[src/rtl/timer_gen_pkg.sv]
// timer_pkg: shared state encoding and mode constants for the countdown timer
package timer_pkg;
    typedef enum logic [1:0] {IDLE, RUN, DONE} state_t;
    localparam logic TIMER_ONESHOT = 1'b0;
    localparam logic TIMER_RELOAD  = 1'b1;
endpackage

[src/rtl/timer_gen_if.sv]
// timer_gen_if: load/control inputs and status outputs of the countdown timer
interface timer_gen_if #(
    parameter int WIDTH      = 8,
    parameter int PRESCALE_W = 4
);
    logic                  enable;
    logic                  valid;
    logic [WIDTH-1:0]      value;
    logic                  mode;
    logic [PRESCALE_W-1:0] prescale;
    logic                  trigger;
    logic [WIDTH-1:0]      count;
    logic                  busy;
    modport master (output enable, valid, value, mode, prescale, input trigger, count, busy);
    modport slave  (input enable, valid, value, mode, prescale, output trigger, count, busy);
endinterface

[src/rtl/timer_gen_prescaler.sv]
// timer_prescaler: emits tick once every ps_q+1 enabled cycles; clear restarts the phase
module timer_prescaler #(
    parameter int PRESCALE_W = 4
) (
    input  logic                  clk,
    input  logic                  reset,
    input  logic                  clear,
    input  logic                  enable,
    input  logic [PRESCALE_W-1:0] ps_q,
    output logic                  tick
);
    logic [PRESCALE_W-1:0] pcnt;

    assign tick = enable && (pcnt == ps_q);

    always_ff @(posedge clk) begin
        if (reset || clear)
            pcnt <= '0;
        else if (enable)
            pcnt <= tick ? '0 : pcnt + PRESCALE_W'(1);
    end
endmodule

[src/rtl/timer_gen.sv]
// timer_gen: prescaled WIDTH-bit down-counter with one-shot/auto-reload expiry pulse
module timer_gen
    import timer_pkg::*;
#(
    parameter int WIDTH      = 8,
    parameter int PRESCALE_W = 4
) (
    input logic        clk,
    input logic        reset,
    timer_gen_if.slave bus
);
    state_t                state, state_n;
    logic [WIDTH-1:0]      cnt, cnt_n, reload;
    logic                  mode_q, trigger_q, trigger_n;
    logic [PRESCALE_W-1:0] ps_q;
    logic                  tick, last;

    timer_prescaler #(.PRESCALE_W(PRESCALE_W)) u_ps (
        .clk    (clk),
        .reset  (reset),
        .clear  (bus.valid),
        .enable (state == RUN && bus.enable),
        .ps_q   (ps_q),
        .tick   (tick)
    );

    // expiry is detected at 1 so cnt never wraps; a load overrides a coincident tick
    assign last = cnt == WIDTH'(1);

    always_comb begin
        state_n   = state;
        cnt_n     = cnt;
        trigger_n = 1'b0;
        state_n   = bus.valid ? (bus.value != '0 ? RUN : IDLE) :
                    (tick && last && mode_q == TIMER_ONESHOT) ? DONE : state;
        cnt_n     = bus.valid ? bus.value : !tick ? cnt : !last ? cnt - WIDTH'(1) :
                    mode_q == TIMER_RELOAD ? reload : '0;
        trigger_n = !bus.valid && tick && last;
    end

    always_ff @(posedge clk) begin
        if (reset) begin
            state     <= IDLE;
            cnt       <= '0;
            reload    <= '0;
            mode_q    <= TIMER_ONESHOT;
            ps_q      <= '0;
            trigger_q <= 1'b0;
        end else begin
            state     <= state_n;
            cnt       <= cnt_n;
            trigger_q <= trigger_n;
            if (bus.valid) begin
                reload <= bus.value;
                mode_q <= bus.mode;
                ps_q   <= bus.prescale;
            end
        end
    end

    assign bus.trigger = trigger_q;
    assign bus.count   = cnt;
    assign bus.busy    = state == RUN;
endmodule
[src/flat_wrapper.sv]
// flat-port wrapper written by rule: the top's interface ports become plain ports
module timer_gen_flat import timer_pkg::*;
#(
    parameter int WIDTH      = 8,
    parameter int PRESCALE_W = 4
)
  (clk, reset, bus_enable, bus_valid, bus_value, bus_mode, bus_prescale, bus_trigger, bus_count, bus_busy);
  timer_gen_if #(.WIDTH(WIDTH), .PRESCALE_W(PRESCALE_W)) bus_i ();
  input logic clk;
  input logic reset;
  input wire logic [$bits(bus_i.enable)-1:0] bus_enable;
  input wire logic [$bits(bus_i.valid)-1:0] bus_valid;
  input wire logic [$bits(bus_i.value)-1:0] bus_value;
  input wire logic [$bits(bus_i.mode)-1:0] bus_mode;
  input wire logic [$bits(bus_i.prescale)-1:0] bus_prescale;
  output wire logic [$bits(bus_i.trigger)-1:0] bus_trigger;
  output wire logic [$bits(bus_i.count)-1:0] bus_count;
  output wire logic [$bits(bus_i.busy)-1:0] bus_busy;
  assign bus_i.enable = bus_enable;
  assign bus_i.valid = bus_valid;
  assign bus_i.value = bus_value;
  assign bus_i.mode = bus_mode;
  assign bus_i.prescale = bus_prescale;
  assign bus_trigger = bus_i.trigger;
  assign bus_count = bus_i.count;
  assign bus_busy = bus_i.busy;
  timer_gen #(.WIDTH(WIDTH), .PRESCALE_W(PRESCALE_W)) u_core (.clk(clk), .reset(reset), .bus(bus_i));
endmodule
[config.mk]
export PLATFORM = sky130hd
export DESIGN_NAME = timer_gen_flat
export DESIGN_NICKNAME = d
export VERILOG_FILES = /design/src/rtl/timer_gen_pkg.sv /design/src/rtl/timer_gen_if.sv /design/src/rtl/timer_gen_prescaler.sv /design/src/rtl/timer_gen.sv /design/src/flat_wrapper.sv
export SDC_FILE = /design/constraint.sdc
export NUM_CORES = 1
export LEC_CHECK = 0
export BUFFER_PORTS_ARGS = -buffer_cell sky130_fd_sc_hd__buf_4
export CAP_MARGIN = 30
export CELL_PAD_IN_SITES_DETAIL_PLACEMENT = 1
export CELL_PAD_IN_SITES_GLOBAL_PLACEMENT = 1
export CORE_MARGIN = 3
export CORE_UTILIZATION = 36
export DETAILED_ROUTE_END_ITERATION = 10
export GPL_ROUTABILITY_DRIVEN = 0
export GPL_TIMING_DRIVEN = 0
export PLACE_DENSITY = 0.8
export SYNTH_ARGS = -nofsm -noshare
export SYNTH_HDL_FRONTEND = slang
export SYNTH_SLANG_ARGS = --single-unit
[constraint.sdc]
create_clock -name clk -period 1.9 [get_ports clk]
set_clock_uncertainty 0.2 [all_clocks]
set_input_delay 0.38 -clock clk [delete_from_list [all_inputs] [get_ports clk]]
set_output_delay 0.38 -clock clk [all_outputs]
set_load 0.005 [all_outputs]
==> reports/results.tsv <==
stage	metric	value	unit
outcome	status	finished with violations	
outcome	failing checks	setup timing	
power	power density cells	708	nW/µm²
final_layout	# nets final	228	
sta	Max Freq	503	MHz
synth	Post-synth ARST share	0	
sta	final setup margin	-0.0876	ns
clock_tree	CTS tree	yes	
power	maximum vdd drop	0.000307	V
final_layout	non-filler cells, final	255	
detailed_routing	DRC viols	0	
synth	sequential area share after synthesis	0.399	
placed_design	dpl cell area	1690	µm²
worst_setup_path	CP startpoint	u_core.bus.count[1]	
worst_setup_path	RR Startpoint	u_core.bus.count[1]	
synth	ranking of synthesized cells by area	dfxtp_1 (40%), mux2i_1 (6.4%), a21oi_1 (5.3%)	
power	Leak Pwr	0.791	nW
synth	Syn Nets	181	
final_layout	Design Area, Final	1990	µm²
grt	initial antenna violation count	0	
floorplanning	Placeable Area	3720	µm²
detailed_routing	routed length on met3	123	µm
worst_setup_path	crit-path max FO	5	
grt	largest net degree at the start of global routing	17	
clock_tree	CTS H-tree lvls	1	
final_layout	n_diodes	0	
sta	RSZ-0062 raised after global routing	yes	
worst_setup_path	Worst Setup Path Type	flop to flop	
synth	synth warn	0	
detailed_routing	Routed WL	4.96	mm
clock_tree	clk slew on worst S/H paths	0.11	ns
synth	Synth Instances	161	
synth	Post-synth top cells	dfxtp_1 (28), nor2_1 (17), a21oi_1 (15)	
worst_setup_path	critical path endpoint category	flop	
sta	Slew headroom	0.493	
synth	post-synth top area cell	dfxtp_1	
run	# Max-Cap Violations	0	
synth	top_reg_cell synth	dfxtp_1	
grt	GR Overflow Total	0	
floorplanning	Row Count	22	
power	clock power share	0.313	
clock_tree	total CTS buffers	3	
detailed_routing	Metal-1 WL	2.30	mm
placed_design	dpl hpwl	3.14	mm
synth	synthesized area	1410	µm²
detailed_routing	Vias	1423	
sta	Final Hold Fails	0	
sta	Tcrit/Tclk final	1.05	
detailed_routing	DRT Pass-1 Iters	4	
sta	post-route minimum period	1.99	ns
synth	count leader, synth	dfxtp_1	
synth	EDFF count, synth	0	
floorplanning	Die Y-Extent	68.5	µm
clock_tree	CTS Sinks	28	
floorplanning	die width	68.5	µm
detailed_routing	Detail Route Antenna Nets	0	
clock_tree	later-pin clock latency in the skew report	0.29	ns
sta	Final Max Slew Viols	0	
worst_setup_path	worst path arrival time	1.96	ns
detailed_routing	DR top layer	met4	
final_layout	Fillers	439	
power	cell-internal power	998	µW
hold_path	HP Start	bus_value[6]	
floorplanning	Die ar.	4690	µm²
final_layout	area growth from synthesis to layout	41.5	%
placed_design	Port Buf Inserts	25	
power	Seq pwr share	0.469	
grt	vias in the first global route	1422	
clock_tree	root buffer cell	clkbuf_8	
worst_setup_path	cells along the critical path	inv_4 -> ha_4 -> inv_1 -> a2111oi_0 -> a21oi_1 -> o32ai_1 -> o21ai_1	
detailed_routing	drt wl/cell	19.4	µm
hold_path	HP Class	primary input to flop	
floorplanning	# IOs	27	
worst_setup_path	Critical Path Source Type	flop	
worst_setup_path	max incr delay on CP	0.58	ns
worst_setup_path	reg2reg setup slack	-0.09	ns
final_layout	share of cells above drive strength 1	0.415	
power	sw power	411	µW
synth	Synth cell types	43	
detailed_routing	met2 WL post-DR	2.43	mm
sta	slew of the pin with the lowest slew margin	0.761	ns
sta	# setup viols final	3	
floorplanning	Initial Util	0.378	
detailed_routing	1st-iter DRT viols	73	
grt	first-pass GRT wire length	7.27	mm
synth	Syn Area/Cell	8.74	µm²
grt	All-Layer GR Usage	0.212	
worst_setup_path	Slowest-stage cell, CP	a2111oi_0	
placed_design	Post-Place Cells	234	
synth	top-area cell type share of the netlist area	0.399	
power	switching part of the total	0.292	
clock_tree	CTS max path bufs	2	
detailed_routing	vias per inst	5.58	
worst_setup_path	worst path required time	1.87	ns
power	combinational share of power	0.218	
synth	synthesis-stage register bit count	28	
## worst max-delay path: cells and delay by family (launching register included)
kind | cells | cell delay, ns
buf+inv | 2 | 0.13
compound gates | 4 | 1.02
fa+ha+maj | 1 | 0.13
flops | 1 | 0.39
## path summary, 6_finish.rpt
kind                          to  depth (start not counted)
max          u_core.bus.count[6]                          7
min          u_core.bus.count[6]                          3
max reg2reg  u_core.bus.count[6]                          7
min reg2reg      u_core.state[1]                          2
## power by group through the flow
| stage | registers, mW | clock network, mW | logic, mW |
|---|---|---|---|
| CTS | 0.659 | 0.443 | 0.268 |
| global route | 0.666 | 0.467 | 0.334 |
| finish | 0.661 | 0.441 | 0.308 |
| floorplan | 0.661 | 0 | 0.149 |
| global placement | 0.668 | 0 | 0.229 |
| detailed placement | 0.671 | 0 | 0.241 |
## area by class of cell
| cell class | count | area, µm² | area share |
|---|---|---|---|
| Multi-Input combinational cell | 121 | 908 | 0.456 |
| Inverter | 5 | 21.3 | 0.0107 |
| Sequential cell | 28 | 584 | 0.294 |
| Timing Repair Buffer | 42 | 315 | 0.158 |
| Clock buffer | 4 | 66.3 | 0.0333 |
| Tap cell | 48 | 60.1 | 0.0302 |
| Buffer | 7 | 35.0 | 0.0176 |
## per-stage QoR
stage | TNS, ns | hold WS, ns | setup WS (ns) | total power, mW | utilization
after floorplan | -0.00776 | 0.221 | -0.00776 | 0.810 | -
after global placement | -0.532 | 0.231 | -0.207 | 0.897 | 0.455
after detailed placement | -0.942 | 0.241 | -0.211 | 0.912 | 0.455
after CTS | -0.191 | 0.124 | -0.0509 | 1.37 | 0.496
after global routing | -0.671 | 0.126 | -0.341 | 1.47 | 0.536
final | -0.125 | 0.126 | -0.0876 | 1.41 | 0.536
## cells by family (layout without fill, tap and decap cells)
group                      count (synthesis)  in the layout  synth area share
and+or+nand+nor                           65             65             0.262
AOI/OAI and AO/OA                         35             35             0.155
DFF                                       28             28             0.399
buffers and inverters                     12             58            0.0383
xor gates and xnor gates                   9              9            0.0561
muxes                                      9              9            0.0641
adders and majority gates                  3              3            0.0267
## metal layers
layer / up-vias / global-route usage
met2: 25 / 0.340
met5: - / 0
li1: 673 / -
met3: 6 / 0.0276
met1: 719 / 0.282
met4: 0 / 0.0943
## state kept, by name, summed over array words and instances (netlist names)
signal,count
u_core.bus.trigger,1
u_core.state,2
u_core.ps_q,4
u_core.reload,8
u_core.bus.count,8
u_core.u_ps.pcnt,4
u_core.mode_q,1
## repair_timing
action,in CTS,in global routing
endpoints found under the setup margin,9,9
setup buffers,5,12
gates resized for setup,9,17
hold buffers,0,0
endpoints found under the hold margin,0,0
pin swaps,3,6
## cells in the final DEF (no fill, tap or decap), drive strengths merged, types with 2 or more instances in the layout
| master | count |
|---|---|
| o31ai | 2 |
| inv | 5 |
| nand3 | 2 |
| o22ai | 3 |
| xor2 | 3 |
| mux2i | 9 |
| buf | 46 |
| a21oi | 15 |
| xnor2 | 6 |
| nor4 | 7 |
| nor2b | 2 |
| ha | 3 |
| nand2b | 4 |
| nand2 | 15 |
| a211oi | 2 |
| dfxtp | 28 |
| nor3 | 5 |
| clkbuf | 7 |
| or2 | 3 |
| o21ai | 5 |
| or4 | 2 |
| nand4 | 2 |
| nor2 | 17 |
| a221oi | 3 |
Power figures use the tool's default switching activity.
